[src/rtl/gen_break_multi.sv]
// Break controller: halts the core on enabled interrupts or MMIO accesses
// and sequences the stall, timeout and host-resume handshake.
module gen_break_multi #(
   parameter int unsigned NUM_IRQ     = 2,
   parameter int unsigned NUM_CH      = 2,
   parameter int unsigned TIMEOUT_CYC = 1024,
   parameter int unsigned CNT_W       = 8
) (
   input  logic                     clk,
   input  logic                     reset,
   input  logic [NUM_IRQ-1:0]       irq,
   input  logic [NUM_IRQ-1:0]       irq_en,
   input  logic                     irq_full,
   input  logic [NUM_CH-1:0]        ch_valid,
   input  logic [NUM_CH-1:0]        ch_wen,
   input  logic [NUM_CH-1:0]        ch_en,
   input  logic                     rd_break_en,
   input  logic                     turn2run,
   input  logic                     clear_err,
   output logic                     break_encore,
   output logic                     irq_mmio,
   output logic [((NUM_CH > 1) ? $clog2(NUM_CH) : 1)-1:0] hit_ch,
   output logic                     timeout_err,
   output logic [CNT_W-1:0]         break_cnt,
   output logic [2:0]               debug_state
);

   localparam int unsigned HIT_W  = (NUM_CH > 1) ? $clog2(NUM_CH) : 1;
   localparam int unsigned STALL_W = 16;

   typedef enum logic [2:0] {
      IDLE         = 3'd0,
      ARMED        = 3'd1,
      MMIO_STALL   = 3'd2,
      IRQ_WAIT_RUN = 3'd3,
      IRQ_DRAIN    = 3'd4,
      RECOVER      = 3'd5,
      TIMEOUT      = 3'd6
   } state_t;

   state_t               state;
   logic [STALL_W-1:0]   stall_cnt;
   logic [NUM_CH-1:0]    hit;
   logic                 irq_act;
   logic                 any_hit;
   logic [HIT_W-1:0]     low_idx;

   assign irq_act      = |(irq & irq_en);
   assign hit          = ch_valid & ch_en & (ch_wen | {NUM_CH{rd_break_en}});
   assign any_hit      = |hit;
   assign break_encore = irq_act | irq_full | irq_mmio;
   assign debug_state  = state;

   // Priority encoder: lowest asserted channel wins.
   always_comb begin
      low_idx = '0;
      for (int i = NUM_CH - 1; i >= 0; i--) begin
         if (hit[i]) low_idx = HIT_W'(i);
      end
   end

   always_ff @(posedge clk) begin
      if (reset) begin
         state       <= IDLE;
         irq_mmio    <= 1'b0;
         hit_ch      <= '0;
         timeout_err <= 1'b0;
         break_cnt   <= '0;
         stall_cnt   <= '0;
      end else begin
         if (clear_err) timeout_err <= 1'b0;
         case (state)
            IDLE: begin
               irq_mmio <= 1'b0;
               state    <= ARMED;
            end
            ARMED: begin
               if (any_hit) begin
                  irq_mmio  <= 1'b1;
                  hit_ch    <= low_idx;
                  stall_cnt <= '0;
                  if (break_cnt != '1) break_cnt <= break_cnt + CNT_W'(1);
                  state     <= irq_act ? IRQ_WAIT_RUN : MMIO_STALL;
               end
            end
            MMIO_STALL: begin
               stall_cnt <= stall_cnt + STALL_W'(1);
               if (turn2run) begin
                  irq_mmio <= 1'b0;
                  state    <= RECOVER;
               end else if (stall_cnt == STALL_W'(TIMEOUT_CYC - 1)) begin
                  timeout_err <= 1'b1;
                  state       <= TIMEOUT;
               end
            end
            TIMEOUT: begin
               if (turn2run) begin
                  irq_mmio <= 1'b0;
                  state    <= RECOVER;
               end
            end
            IRQ_WAIT_RUN: begin
               if (turn2run) state <= IRQ_DRAIN;
            end
            IRQ_DRAIN: begin
               if (!irq_act) begin
                  irq_mmio <= 1'b0;
                  state    <= RECOVER;
               end
            end
            RECOVER: begin
               state <= ARMED;
            end
            default: begin
               state <= IDLE;
            end
         endcase
      end
   end

endmodule

[config.mk]
export PLATFORM = sky130hd
export DESIGN_NAME = gen_break_multi
export DESIGN_NICKNAME = d
export VERILOG_FILES = /design/src/rtl/gen_break_multi.sv
export SDC_FILE = /design/constraint.sdc
export NUM_CORES = 1
export LEC_CHECK = 0
export BUFFER_PORTS_ARGS = -buffer_cell sky130_fd_sc_hd__buf_4
export CAP_MARGIN = 25
export CORE_AREA = 2 2 81 60
export CTS_CLUSTER_DIAMETER = 120
export DETAILED_ROUTE_END_ITERATION = 7
export DIE_AREA = 0 0 83 62
export GPL_TIMING_DRIVEN = 0
export HOLD_SLACK_MARGIN = 0.15
export SLEW_MARGIN = 10
export SYNTH_ARGS = -nofsm -noshare
export SYNTH_HDL_FRONTEND = slang
export SYNTH_SLANG_ARGS = --single-unit
export TNS_END_PERCENT = 100
[constraint.sdc]
create_clock -name clk -period 2.1 [get_ports clk]
set_input_delay 0.42 -clock clk [delete_from_list [all_inputs] [get_ports clk]]
set_output_delay 0.42 -clock clk [all_outputs]
set_load 0.01 [all_outputs]
==> impl_table.tex, run 1 <==
\begin{tabular}{lr}
\hline
Metric & Value \\
\hline
\multicolumn{2}{l}{\textbf{GRT}} \\
Initial antenna violation count & 0 \\
Via count of the first global-routing pass & 1476 \\
Maximum number of pins on one net before global-route repair & 11 \\
Global Route Usage Sum & 17.3\% \\
First-pass GRT wire length & 7.02 mm \\
Total congestion overflow after global routing & 0 \\
\multicolumn{2}{l}{\textbf{Timing}} \\
Number of setup violations in the final report & 0 \\
Final number of hold-violating endpoints & 0 \\
Final worst-path cycle share & 88.0\% \\
Peak clock frequency supported by timing & 541 MHz \\
Worst slew margin & 39.4\% \\
Slack of the critical path & 0.252 ns \\
Final critical delay including setup and external delays & 1.85 ns \\
Max-slew violation count & 0 \\
Worst-Margin Slew & 0.901 ns \\
Clk\_skew & 0.00909 ns \\
Setup repair after global routing missed its margin & no \\
Total negative setup slack & 0 ns \\
\multicolumn{2}{l}{\textbf{Critical path}} \\
Register-to-register setup slack & 0.25 ns \\
Required time at the endpoint of the critical path & 2.28 ns \\
Count of cells along the worst register-to-register path & 5 \\
Highest net fanout along the worst path & 10 \\
Worst Setup Path Type & reg -> reg \\
Worst R2R Start & break\_cnt[0] \\
Sort of element at the start of the critical path & flip-flop \\
Data arrival time at the worst-slack endpoint & 2.03 ns \\
Destination of the worst register-to-register timing path & break\_cnt[2] \\
CP endpoint kind & flip-flop \\
Crit path cell chain & ha\_1 -> nand2\_1 -> nor3\_1 -> o311ai\_0 -> o41ai\_1 \\
Cell type of the slowest stage on the worst timing path & nor3\_1 \\
Longest individual stage delay on the worst path & 0.71 ns \\
\multicolumn{2}{l}{\textbf{CTS}} \\
Later-pin clock latency in the skew report & 0.29 ns \\
Level count of the clock H-tree & 2 \\
Clock Pin Slew Worst Setup and Hold Paths & 0.06 ns \\
Number of sinks driven by the clock tree & 30 \\
Count of instances resized after the clock tree is built & 0 \\
Buffers inserted by post-CTS timing repair & 0 \\
Hold-fix buffers at CTS & 0 \\
Clock buffer count from CTS & 5 \\
Deepest clock path buffer count & 2 \\
Cell at the root of the clock tree & clkbuf\_8 \\
Clock tree from TritonCTS & done \\
\multicolumn{2}{l}{\textbf{Logic synthesis}} \\
Flip-flop and latch count after synthesis & 30 \\
Sequential share of the synthesized area & 37.4\% \\
Area of the mapped netlist & 1610 um\^{}2 \\
Most frequently used flop master after synthesis & dfxtp\_1 \\
Async set-reset flop share out of synthesis & 0\% \\
Distinct cells, synth & 50 \\
Number of nets produced by synthesis & 203 \\
Total of warnings raised by yosys & 0 \\
Syn\_area\_per\_cell & 8.69 um\^{}2 \\
Syn Inst Count & 185 \\
Number of enable flip-flop cells after synthesis & 0 \\
\multicolumn{2}{l}{\textbf{Die}} \\
Die boundary height & 62 um \\
I/O pin cnt & 31 \\
Die X-Extent & 83 um \\
Number of standard-cell rows in the floorplan & 21 \\
Area of the die & 5150 um\^{}2 \\
Initial Util & 35.8\% \\
Area of the placeable core & 4490 um\^{}2 \\
\multicolumn{2}{l}{\textbf{Power and ir drop}} \\
Total power after layout & 1.17 mW \\
Peak VDD IR & 286 uV \\
Leakage & 0.719 nW \\
Power density of the placed cells & 590 nW/um\^{}2 \\
\multicolumn{2}{l}{\textbf{Final layout}} \\
End-of-flow core utilization & 44.1\% \\
Multi-input gate area & 933 um\^{}2 \\
Design area & 1980 um\^{}2 \\
Commonest non-fill, non-tap cell in the layout & buf\_4 \\
Most frequent cells in the layout & buf\_4 (32), dfxtp\_1 (30), nand3\_1 (19) \\
Share of final-layout standard cells stronger than drive strength 1 & 24.3\% \\
Register cell area after layout & 601 um\^{}2 \\
Number of antenna diodes & 0 \\
Relative area change from synthesis to final layout & 23.3\% \\
Final layout net count & 240 \\
Count of fill cells added during filler insertion & 434 \\
\multicolumn{2}{l}{\textbf{Place}} \\
Buffers added on ports & 30 \\
Final GP Congestion & 0.756 \\
Cell area after placement & 1900 um\^{}2 \\
Post-place setup slack & 0.130 ns \\
Placed wire-length estimate after detailed placement & 2.87 mm \\
\multicolumn{2}{l}{\textbf{Drt}} \\
Final routed DRC violation total & 0 \\
Number of vias per cell & 5.58 \\
Via total after detailed routing & 1557 \\
WL/cell & 14.8 um \\
Iteration count of the initial detailed-routing pass & 4 \\
Total wire length & 4.12 mm \\
Number of nets with antenna violations after detailed routing & 0 \\
Initial DRC count & 76 \\
\multicolumn{2}{l}{\textbf{Hold path}} \\
Cells on Worst Hold Path & 3 \\
Critical hold path startpoint & clear\_err \\
WHS Endpoint & timeout\_err \\
Class of the worst hold path & in -> reg \\
\multicolumn{2}{l}{\textbf{Job}} \\
Number of max-capacitance violations reported & 0 \\
\multicolumn{2}{l}{\textbf{Status}} \\
Outcome & finished clean \\
\hline
\end{tabular}
[per-stage QoR]
stage | std cells | hold slack, ns
finish | 279 | 0.436
global route | 279 | 0.448
CTS | 279 | 0.434
detailed placement | 272 | 0.455
global placement | 272 | 0.467
floorplan | 185 | 0.428
[flip-flops by register name, indices dropped and copies added, names as in the netlist]
name         flops
stall_cnt       16
timeout_err      1
hit_ch           1
debug_state      3
break_cnt        8
irq_mmio         1
[critical path, delay by kind of cell, from the launching register on]
family,cells,cell delay (ns)
flip-flops,1,0.39
AO/OA/AOI/OAI,2,0.32
AND/OR/NAND/NOR,2,0.83
adder cells (fa/ha/maj),1,0.21
[final cells by class]
type                    instances  area share, %
clock inverters                 2          0.505
multi-input cells             142           47.1
flip-flops and latches         30           30.3
well taps                      57           3.60
repair buffers                 30           11.4
plain buffers                  10           3.15
clock buffers                   5           3.47
inverters                       3          0.568
[worst max-delay path by stage]
stage,cells past startpoint,slack [ns],start,endpoint
global route,5,0.006,break_cnt[0],break_cnt[2]
CTS,5,0.25,break_cnt[0],break_cnt[2]
detailed placement,6,0.13,rd_break_en,stall_cnt[14]
floorplan,5,0.50,debug_state[0],break_cnt[3]
global placement,6,0.12,rd_break_en,stall_cnt[14]
finish,5,0.25,break_cnt[0],break_cnt[2]
[cells by family after synthesis]
family	share of synthesized area, %
buffers and inverters	4.59
adders and majority gates	1.56
DFF	37.4
muxes	0.623
and+or+nand+nor	32.6
AOI/OAI and AO/OA	23.3
[per-layer routing]
metal | vias up | GRT usage, % | part of all wire (%) | routed length (um)
met3 | 6 | 4.23 | 4.0 | 166
met2 | 22 | 27.5 | 41 | 1700
li1 | 797 | - | - | -
met5 | - | 0 | 0 | 0
met1 | 732 | 23.2 | 53 | 2200
met4 | 0 | 7.03 | 1.4 | 57
[cell usage after synthesis, types with 3 or more instances]
cell	n	area (um^2)
dfxtp_1	30	601
or3_1	5	31.3
nor2_1	9	33.8
nand4_1	10	62.6
clkbuf_1	4	15.0
or2_2	3	18.8
o21ai_0	4	20.0
nand2b_1	3	18.8
nand2_1	13	48.8
a21oi_1	13	65.1
or4_1	5	37.5
and4_1	3	26.3
and2_1	3	18.8
nor2b_1	3	18.8
nand3_1	19	95.1
a31oi_1	3	18.8
o31ai_1	7	52.6
[where the power goes]
part | internal (mW) | switching [mW]
sequential | 0.577 | 0.00657
combinational | 0.0650 | 0.0758
clock | 0.222 | 0.224
total | 0.864 | 0.307
Power figures use the tool's default switching activity.
==> run 2, diff against run 1 <==
CTS_BUF_LIST = sky130_fd_sc_hd__clkbuf_4   (was unset)
SLEW_MARGIN = 20   (was 10)
==> impl_table.tex, run 2 (same netlist as run 1, synthesis figures left out) <==
\begin{tabular}{lr}
\hline
Metric & Value \\
\hline
\multicolumn{2}{l}{\textbf{GRT}} \\
Via count of the first global-routing pass & 1482 \\
First-pass GRT wire length & 7.03 mm \\
Initial antenna violation count & 0 \\
Maximum number of pins on one net before global-route repair & 11 \\
Global Route Usage Sum & 17.2\% \\
Total congestion overflow after global routing & 0 \\
\multicolumn{2}{l}{\textbf{CTS}} \\
Count of instances resized after the clock tree is built & 0 \\
Clock Pin Slew Worst Setup and Hold Paths & 0.09 ns \\
Later-pin clock latency in the skew report & 0.34 ns \\
Deepest clock path buffer count & 2 \\
Number of sinks driven by the clock tree & 30 \\
Cell at the root of the clock tree & clkbuf\_4 \\
Clock buffer count from CTS & 5 \\
Level count of the clock H-tree & 2 \\
Hold-fix buffers at CTS & 0 \\
Buffers inserted by post-CTS timing repair & 0 \\
Clock tree from TritonCTS & done \\
\multicolumn{2}{l}{\textbf{Final layout}} \\
Flip-flop count of the largest register after layout & 16 \\
Multi-input gate area & 938 um\^{}2 \\
Count of fill cells added during filler insertion & 443 \\
Most frequent cells in the layout & buf\_4 (32), dfxtp\_1 (30), nand3\_1 (19) \\
Relative area change from synthesis to final layout & 21.7\% \\
Number of antenna diodes & 0 \\
Share of final-layout standard cells stronger than drive strength 1 & 24.8\% \\
Design area & 1960 um\^{}2 \\
Commonest non-fill, non-tap cell in the layout & buf\_4 \\
Largest register by flop count & stall\_cnt \\
Final layout net count & 240 \\
Register cell area after layout & 601 um\^{}2 \\
\multicolumn{2}{l}{\textbf{Die}} \\
Die boundary height & 62 um \\
Initial Util & 35.8\% \\
Area of the placeable core & 4490 um\^{}2 \\
I/O pin cnt & 31 \\
Die X-Extent & 83 um \\
Area of the die & 5150 um\^{}2 \\
Number of standard-cell rows in the floorplan & 21 \\
\multicolumn{2}{l}{\textbf{Critical path}} \\
Data arrival time at the worst-slack endpoint & 2.03 ns \\
Cell family with most CP delay & simple AND/OR/NAND/NOR gates \\
Required time at the endpoint of the critical path & 2.36 ns \\
Worst Setup Path Type & reg -> reg \\
Highest net fanout along the worst path & 10 \\
Buf/Inv on CP & 1 \\
Crit path cell chain & buf\_4 -> nor3b\_4 -> o21ai\_2 -> or4\_1 -> a21oi\_1 \\
Sort of element at the start of the critical path & flip-flop \\
CP endpoint kind & flip-flop \\
Cell type of the slowest stage on the worst timing path & or4\_1 \\
Longest individual stage delay on the worst path & 0.53 ns \\
\multicolumn{2}{l}{\textbf{Status}} \\
Outcome & finished clean \\
\multicolumn{2}{l}{\textbf{Drt}} \\
Number of vias per cell & 5.66 \\
Via total after detailed routing & 1580 \\
Initial DRC count & 99 \\
WL/cell & 14.6 um \\
Final routed DRC violation total & 0 \\
Total wire length & 4.08 mm \\
Number of nets with antenna violations after detailed routing & 0 \\
Iteration count of the initial detailed-routing pass & 4 \\
\multicolumn{2}{l}{\textbf{Power and ir drop}} \\
Leakage & 0.706 nW \\
Peak VDD IR & 281 uV \\
Power density of the placed cells & 538 nW/um\^{}2 \\
Total power after layout & 1.05 mW \\
\multicolumn{2}{l}{\textbf{Timing}} \\
Total negative setup slack & 0 ns \\
Clk\_skew & 0.0149 ns \\
Number of setup violations in the final report & 0 \\
Final number of hold-violating endpoints & 0 \\
Slack of the critical path & 0.328 ns \\
Final critical delay including setup and external delays & 1.77 ns \\
Worst slew margin & 62.5\% \\
Final worst-path cycle share & 84.4\% \\
Hold slack & 0.389 ns \\
Setup repair after global routing missed its margin & no \\
Worst-Margin Slew & 0.560 ns \\
Peak clock frequency supported by timing & 564 MHz \\
Max-slew violation count & 0 \\
\multicolumn{2}{l}{\textbf{Place}} \\
Final GP Congestion & 0.756 \\
Cell area after placement & 1900 um\^{}2 \\
Placed wire-length estimate after detailed placement & 2.87 mm \\
Buffers added on ports & 30 \\
Post-place setup slack & 0.130 ns \\
\multicolumn{2}{l}{\textbf{Job}} \\
Number of max-capacitance violations reported & 0 \\
\multicolumn{2}{l}{\textbf{Hold path}} \\
Class of the worst hold path & in -> reg \\
\hline
\end{tabular}
run 2: path summary, 6_finish.rpt:
| check | endpoint | slack [ns] | from | depth (start not counted) |
|---|---|---|---|---|
| worst max-delay path | break_cnt[4] | 0.33 | debug_state[0] | 5 |
| worst min-delay path | timeout_err | 0.39 | clear_err | 3 |
| worst max register to register | break_cnt[4] | 0.33 | debug_state[0] | 5 |
| worst min register to register | stall_cnt[5] | 0.48 | stall_cnt[5] | 1 |
run 2: area by class of cell:
type                            instances  area share (%)
Multi-Input combinational cell        142            48.0
Sequential cell                        30            30.7
Timing Repair Buffer                   30            11.5
Tap cell                               57            3.64
Buffer                                 10            3.20
Clock buffer                            5            1.92
Inverter                                3           0.575
Clock inverter                          2           0.512
run 2: where the power goes:
group          switching, mW  internal [mW]
Combinational         0.0761         0.0650
Clock                  0.208          0.120
Sequential           0.00654          0.577
run 2: worst min-delay path, stage by stage:
cell and delay (ns):
buf_4 0.08, nor3b_1 0.04, a21o_1 0.14
run 2: per-layer routing:
| metal | vias up | global-route usage, % | part of all wire [%] |
|---|---|---|---|
| met3 | 5 | 4.23 | 4.2 |
| met5 | - | 0 | 0 |
| met2 | 26 | 27.8 | 42 |
| met1 | 751 | 23.3 | 53 |
| li1 | 798 | - | - |
| met4 | 0 | 5.62 | 1.1 |
run 2: per-stage QoR:
step / util, % / std cells
4_1_cts: 43.4 / 279
5_1_grt: 43.6 / 279
3_5_place_dp: 42.4 / 272
6_report: 43.6 / 279
3_3_place_gp: 42.4 / 272
2_1_floorplan: - / 185
